===== src/rtl/alu_seq_exec.sv =====
// alu_seq_exec: multi-cycle EX-stage ALU with valid/ready handshake; shifts iterate one bit per cycle.
// Define ALU_SEQ_FAST_SHIFT_EN to use a single-cycle barrel shifter instead.
module alu_seq_exec #(
  parameter int DATA_WIDTH = 32,
  parameter int SHAMT_W = $clog2(DATA_WIDTH)
) (
  input  logic                  clk,
  input  logic                  rst_n,
  input  logic                  in_valid,
  output logic                  in_ready,
  input  logic [3:0]            Operation,
  input  logic [DATA_WIDTH-1:0] SrcA,
  input  logic [DATA_WIDTH-1:0] SrcB,
  output logic                  out_valid,
  input  logic                  out_ready,
  output logic [DATA_WIDTH-1:0] ALUResult,
  output logic                  Zero
);
  typedef enum logic [1:0] {IDLE, SHIFT, DONE} state_t;
  state_t state, state_nxt;
  logic [SHAMT_W-1:0] shamt;
  logic [DATA_WIDTH-1:0] alu, sh_nxt;
  logic accept, go_shift, last;
  assign shamt = SrcB[SHAMT_W-1:0];
  assign accept = state == IDLE && in_valid;
  assign in_ready = state == IDLE;
  assign out_valid = state == DONE;
  always_comb begin
    alu = '0;
    case (Operation)
      4'b0000: alu = SrcA & SrcB;
      4'b0001: alu = SrcA | SrcB;
      4'b0010: alu = SrcA + SrcB;
      4'b0011: alu = SrcA ^ SrcB;
`ifdef ALU_SEQ_FAST_SHIFT_EN
      4'b0100: alu = SrcA << shamt;
      4'b0101: alu = SrcA >> shamt;
      4'b0111: alu = $unsigned($signed(SrcA) >>> shamt);
`else
      // only a zero-amount shift lands here; nonzero amounts take the iterative path
      4'b0100, 4'b0101, 4'b0111: alu = SrcA;
`endif
      4'b1000: alu = SrcA - SrcB;
      4'b1100: alu = {{(DATA_WIDTH-1){1'b0}}, $signed(SrcA) < $signed(SrcB)};
      default: alu = '0;
    endcase
  end
`ifdef ALU_SEQ_FAST_SHIFT_EN
  assign go_shift = 1'b0;
  assign last = 1'b0;
  assign sh_nxt = '0;
`else
  logic [DATA_WIDTH-1:0] sh;
  logic [SHAMT_W-1:0] cnt;
  logic [1:0] kind;
  assign go_shift = Operation[3:2] == 2'b01 && Operation[1:0] != 2'b10 && shamt != '0;
  assign last = state == SHIFT && cnt == SHAMT_W'(1);
  // kind is the latched Operation[1:0]: 00 SLL, 01 SRL, 11 SRA (MSB refills with the sign)
  assign sh_nxt = kind == 2'b00 ? {sh[DATA_WIDTH-2:0], 1'b0} : {kind[1] & sh[DATA_WIDTH-1], sh[DATA_WIDTH-1:1]};
  always_ff @(posedge clk or negedge rst_n) begin
    if (!rst_n) begin
      sh <= '0;
      cnt <= '0;
      kind <= '0;
    end else if (accept && go_shift) begin
      sh <= SrcA;
      cnt <= shamt;
      kind <= Operation[1:0];
    end else if (state == SHIFT) begin
      sh <= sh_nxt;
      cnt <= cnt - SHAMT_W'(1);
    end
  end
`endif
  always_ff @(posedge clk or negedge rst_n) begin
    if (!rst_n) state <= IDLE;
    else state <= state_nxt;
  end
  always_comb begin
    state_nxt = state;
    case (state)
      IDLE: if (in_valid) state_nxt = go_shift ? SHIFT : DONE;
      SHIFT: if (last) state_nxt = DONE;
      DONE: if (out_ready) state_nxt = IDLE;
      default: state_nxt = IDLE;
    endcase
  end
  always_ff @(posedge clk or negedge rst_n) begin
    if (!rst_n) begin
      ALUResult <= '0;
      Zero <= 1'b0;
    end else if (accept && !go_shift) begin
      ALUResult <= alu;
      Zero <= alu == '0;
    end else if (last) begin
      ALUResult <= sh_nxt;
      Zero <= sh_nxt == '0;
    end
  end
endmodule


===== config.mk =====
export PLATFORM = sky130hd
export DESIGN_NAME = alu_seq_exec
export DESIGN_NICKNAME = d
export VERILOG_FILES = /design/src/rtl/alu_seq_exec.sv
export SDC_FILE = /design/constraint.sdc
export NUM_CORES = 1
export LEC_CHECK = 0
export BUFFER_PORTS_ARGS = -buffer_cell sky130_fd_sc_hd__buf_4
export CAP_MARGIN = 20
export CORE_UTILIZATION = 45
export CTS_BUF_LIST = sky130_fd_sc_hd__clkbuf_8
export DETAILED_ROUTE_END_ITERATION = 10
export PLACE_DENSITY = 0.68
export SLEW_MARGIN = 20
export SYNTH_ARGS = -nofsm -noshare
export SYNTH_HDL_FRONTEND = slang
export SYNTH_SLANG_ARGS = --single-unit

===== constraint.sdc =====
create_clock -name clk -period 3.81 [get_ports clk]
set_input_delay 0.762 -clock clk [delete_from_list [all_inputs] [get_ports clk]]
set_output_delay 0.762 -clock clk [all_outputs]
set_load 0.02 [all_outputs]

* Word-level counts from Yosys, hierarchy flattened *
Cells that the tools add are included.

storage, ports and cells
  flip-flop bits (word level) = 74
  bits of input ports = 72
  output and inout port bits = 35
  logic and storage cells = 62

operators by class
  add/sub/neg operators = 3
  order comparisons = 1
  equal/unequal tests = 16
  muxes and demuxes = 15
  bitwise logic cells = 4
  reduce and logical (&&, ||, !) cells = 17

operator list
  kind                                                                 number
  32-bit one-hot mux with 7 select lines                               1
  32-bit two-way mux                                                   5
  32-bit zero test                                                     2
  32-bit adder                                                         1
  32-bit AND                                                           1
  32-bit < comparator                                                  1
  32-bit bitwise OR                                                    1
  32-bit subtractor                                                    1
  32-bit XOR                                                           1
  4-bit by 3-bit == test with 1-bit output (second input constant)     3
  5-bit two-way mux                                                    2
  4-bit by 2-bit == test with 1-bit output (second input constant)     2
  4-bit == test (second input constant)                                2
  2-bit two-way mux                                                    4
  1-bit logical AND                                                    6
  2-bit != test (second input constant)                                3
  2-bit one-hot mux with 3 select lines                                1
  5-bit by 1-bit == test with 1-bit output (second input constant)     1
  5-bit nonzero test                                                   1
  5-bit by 1-bit subtractor with 5-bit output (second input constant)  1
  2-bit by 1-bit == test with 1-bit output (second input constant)     2
  4-bit by 1-bit == test with 1-bit output (second input constant)     1
  2-bit zero test                                                      2
  4-bit zero test                                                      1
  8 further kinds                                                      10

* Logic depth before layout (Yosys ltp) *
  depth in word-level cells = 6
  gate-level depth with buffers = 15
  gate-level depth less buffers = 15

* Least setup slack after synthesis *
OpenSTA, ideal clock, no wires.

  kind = input to register
  start = input port SrcB[4]
  end = register Zero
  setup time = 0.103 ns
  arrival time = 3.944 ns
  data required time = 3.707 ns
  setup slack = -0.238 ns
  stages = 14
  path buffers = 1
  path through = inv_1 > ha_1 > buf_4 > nor2_2 > a221o_1 > o2111a_2 > o211a_1 > o211a_1 > or4_1 > a311o_1 > o2bb2ai_2 > nand3_1 > or4_1 > o41ai_2

between the ends
  longest elaborated chain between the ends = 5
  elaborated cells between the ends (all ways) = 14
  those cells by class = 2 x add/sub; 1 x order compare; 2 x mux; 3 x bitwise; 6 x reduce/logical

ends and longest elaborated chain
  what                                                       line  text
  start: declaration                                         13    input logic [DATA_WIDTH-1:0] SrcB,
  branches (longest 5 deep; another with 32-bit subtractor)  n/a
  end signal: assignment                                     91    Zero <= 1'b0;
  end signal: assignment                                     94    Zero <= alu == '0;
  end signal: assignment                                     97    Zero <= sh_nxt == '0;
  end: declaration                                           17    output logic Zero

Parallel ways; which one is timed is not known.
A chain may end at the register's enable or synchronous reset.

* Worst setup path after layout *
  start = input port SrcB[3]
  end = register Zero

Same word-level chain as after synthesis.

==> summary.md <==
| Metric | Value |
|---|---|
| Mapped Avg Cell Area | 7.346 sq um |
| Max-slew violation count | 0 |
| TritonCTS Sinks | 74 |
| XOR/XNOR share of the synthesized area | 0.8273% |
| Cell mode on critical path | o211a_1 |
| Post-Route Utilization | 66.38% |
| Worst Path Max Fanout | 4 |
| Slowest CP cell | or4_4 |
| Layout area overhead | 42.78% |
| CP startpoint | SrcB[3] |
| Most frequent cells in the layout | buf_4 (449), nor2_1 (130), a21oi_1 (109) |
| Post-Syn Area | 9528 sq um |
| Antenna violation net count after detailed routing | 0 |
| Worst R2R Start | state[0]$_DFFE_PN0P_ |
| Mapped Nets | 1472 |
| Max Cap Viol | 0 |
| Post-DP HPWL | 32.85 mm |
| Initial core utilization | 46.49% |
| Final RePlAce weighted congestion | 0.9875 |
| TritonCTS Buffers | 9 |
| Die area | 21760 sq um |
| Clk_lat worst skew | 370 ps |
| Die height | 147.5 um |
| Compound-Gate Fraction of Synth Area | 33.80% |
| Core ar. | 20490 sq um |
| Routed WL | 41.03 mm |
| Post-synth EDFFs | 0 |
| First-pass GRT wire length | 63.70 mm |
| Slew @ Worst Pin | 1150 ps |
| Netlist cell types | 73 |
| Setup TNS | -39.95 ps |
| Reg2reg path depth | 11 |
| Sequential fraction of the synthesis area | 19.44% |
| TritonCTS clock tree | yes |
| P per Cell Area | 402.9 nW/um^2 |
| Ys async rst share | 100.0% |
| Post-DP Area | 13010 sq um |
| Final hold violations | 0 |
| Pre-antenna DRT Iters | 5 |
| Largest family of logic cells by synthesized area | compound AO/OA/AOI/OAI gates |
| FILL cells | 1834 |
| Fmax | 0.2597 GHz |
| Slew headroom | 23.31% |
| Setup ws final | -39.95 ps |
| # DRC | 0 |
| Count of final setup violators | 1 |
| YS warnings | 0 |
| Initial DRC Count | 1136 |
| Clock-pin slew on the worst setup and hold paths | 80 ps |
| Max IR drop VDD | 249.6 uV |
| Worst setup path endpoint | Zero$_DFFE_PN0P_ |
| P_leak | 6.488 nW |
| CP required | 4070 ps |
| Leading cell type in the layout, fill and taps excluded | buf_4 |
| Multiplexer share of the synthesized area | 4.465% |
| R2R setup slack | 760 ps |
| Prevailing post-synth register cell | dfrtp_1 |
| Largest stage delay on the critical path | 450 ps |
| Post-synthesis cell count | 1297 |
| Synth Area in Adders | 13.68% |
| Post-synthesis simple-gate area fraction | 19.96% |
| Final hold slack | 514.9 ps |
| Worst clock skew | 12.36 ps |
| Outcome | finished with violations |
| Chip width | 147.5 um |
| Gr usage total | 37.54% |
| Failing checks | negative setup slack |
| Critical path endpoint category | register |
| CP startpoint kind | primary input |
| Clk buf depth | 2 |
| PortBufs | 106 |
| Crit-path cells | buf_4, inv_1, ha_4, nor2_4, a221o_1, o2111a_2, o211a_1, o211a_1, or4_1, a311o_1, o2bb2ai_2, nand3_1, or4_4, o41ai_2 |
| Final min period | 3850 ps |
| Overflow after GRT | 0 |
| R2R Path End | Zero$_DFFE_PN0P_ |
| Data arrival, critical path | 4110 ps |
| Final period utilization | 101.0% |
| Hold crit path type | in -> async |
| Kind of critical path | in -> reg |
| Vias | 11918 |
| Layout Nets | 1847 |
| Vias in the first global route | 11330 |
| CTS H-tree lvls | 3 |
| RSZ-0062 raised after global routing | yes |
| Design Area, Final | 13600 sq um |
| Flops & latches, synth | 74 |
| Clk Tree Root Cell | clkbuf_8 |
| Initial antenna violation count | 0 |
| # rows | 52 |
| Vias per cell | 6.121 |
| Antenna cells | 0 |
| Post-Place Setup Slack | -799.1 ps |
| Layout cells sized above 1 | 32.80% |
| Largest net degree at the start of global routing | 75 |
| Wire per inst | 21.07 um |
| # IOs | 107 |
[layout make-up]
type                    count  area [sq um]  share of cell area (%)
multi-input cells        1027          7279                   53.51
repair buffers            454          3471                   25.51
flip-flops and latches     74          1852                   13.61
inverters                 106         412.9                   3.035
well taps                 270         337.8                   2.483
clock buffers              10         137.6                   1.012
clock inverters             6         113.9                  0.8369
[critical path, delay by kind of cell]
kind | cells | cell delay [ps]
AO/OA/AOI/OAI | 7 | 1870
AND/OR/NAND/NOR | 4 | 990
adder cells (fa/ha/maj) | 1 | 300
buffers and inverters | 2 | 190
[layer usage]
layer	wire length (um)	part of all wire (%)	vias up	track usage [%]
met5	0	0	-	0
li1	-	-	5531	-
met4	924	2.3	0	9.639
met1	18540	45	5680	53.54
met3	3653	8.9	84	5.957
met2	17910	44	623	58.66
[how the worst min path moves through the flow]
stage / from / endpoint / slack, ps
2_1_floorplan: rst_n / ALUResult[0]$_DFFE_PN0P_ / 470
3_3_place_gp: cnt[4]$_DFFE_PN0P_ / cnt[4]$_DFFE_PN0P_ / 520
3_5_place_dp: sh[15]$_DFFE_PN0P_ / sh[15]$_DFFE_PN0P_ / 520
4_1_cts: cnt[4]$_DFFE_PN0P_ / cnt[4]$_DFFE_PN0P_ / 540
5_1_grt: sh[29]$_DFFE_PN0P_ / sh[29]$_DFFE_PN0P_ / 560
6_report: rst_n / state[0]$_DFFE_PN0P_ / 510
[state kept, by name, summed over array words and instances, names as in the netlist]
name       flops
ALUResult     32
Zero           1
cnt            5
kind           2
sh            32
state          2
[cells by family (layout without fill, tap and decap cells)]
family,after synthesis,in the layout
and+or+nand+nor,401,401
buffers and inverters,196,576
xor gates and xnor gates,9,9
muxes,42,42
adders and majority gates,103,103
DFF,74,74
AOI/OAI and AO/OA,472,472
[per-stage QoR]
step | instances | total power [mW]
after global placement | 1924 | 4.524
after global routing | 1947 | 5.799
final | 1947 | 5.481
after floorplan | 1297 | 3.174
after detailed placement | 1924 | 4.575
after CTS | 1945 | 5.393
[power breakdown]
part	internal (mW)	switching, mW
sequential	1.13	0.293
combinational	1.47	1.83
clock	0.454	0.310
total	3.05	2.43
[cell usage after synthesis (5+ instances only)]
library cell / n / share of area (%)
or2_2: 6 / 0.39
a221oi_1: 14 / 1.3
buf_2: 5 / 0.26
a211oi_1: 14 / 1.1
a21o_1: 10 / 0.79
o21a_1: 12 / 0.95
nand2b_1: 15 / 0.98
xnor2_1: 9 / 0.83
o211ai_1: 35 / 2.8
o21bai_1: 9 / 0.71
nand2_1: 102 / 4.0
o31ai_1: 17 / 1.3
clkbuf_1: 76 / 3.0
a221o_1: 39 / 4.1
nor4_1: 17 / 1.1
dfrtp_1: 74 / 19
a22oi_1: 13 / 1.0
or4_1: 9 / 0.71
nor4b_1: 5 / 0.46
nand3_1: 25 / 1.3
and3_1: 6 / 0.39
o221ai_1: 6 / 0.55
a211o_1: 6 / 0.55
o21ai_0: 108 / 5.7
a31oi_1: 13 / 0.85
a21oi_1: 114 / 6.0
o311ai_0: 6 / 0.55
inv_1: 106 / 4.2
nor2b_1: 13 / 0.85
mux2i_1: 38 / 4.0
nor3_1: 24 / 1.3
o211a_1: 9 / 0.95
or3_1: 9 / 0.59
ha_1: 101 / 13
nor2_1: 134 / 5.3
buf_1: 8 / 0.32
a21boi_0: 5 / 0.39
nand4_1: 22 / 1.4
[repair_timing]
action | in CTS | in global routing
hold buffers | 0 | 0
setup endpoints to repair | 3 | 6
pin swaps | 14 | 12
buffers inserted | 5 | 2
resized for setup | 35 | 31
cloned | 0 | 0
(Power assumes the default switching activity.)
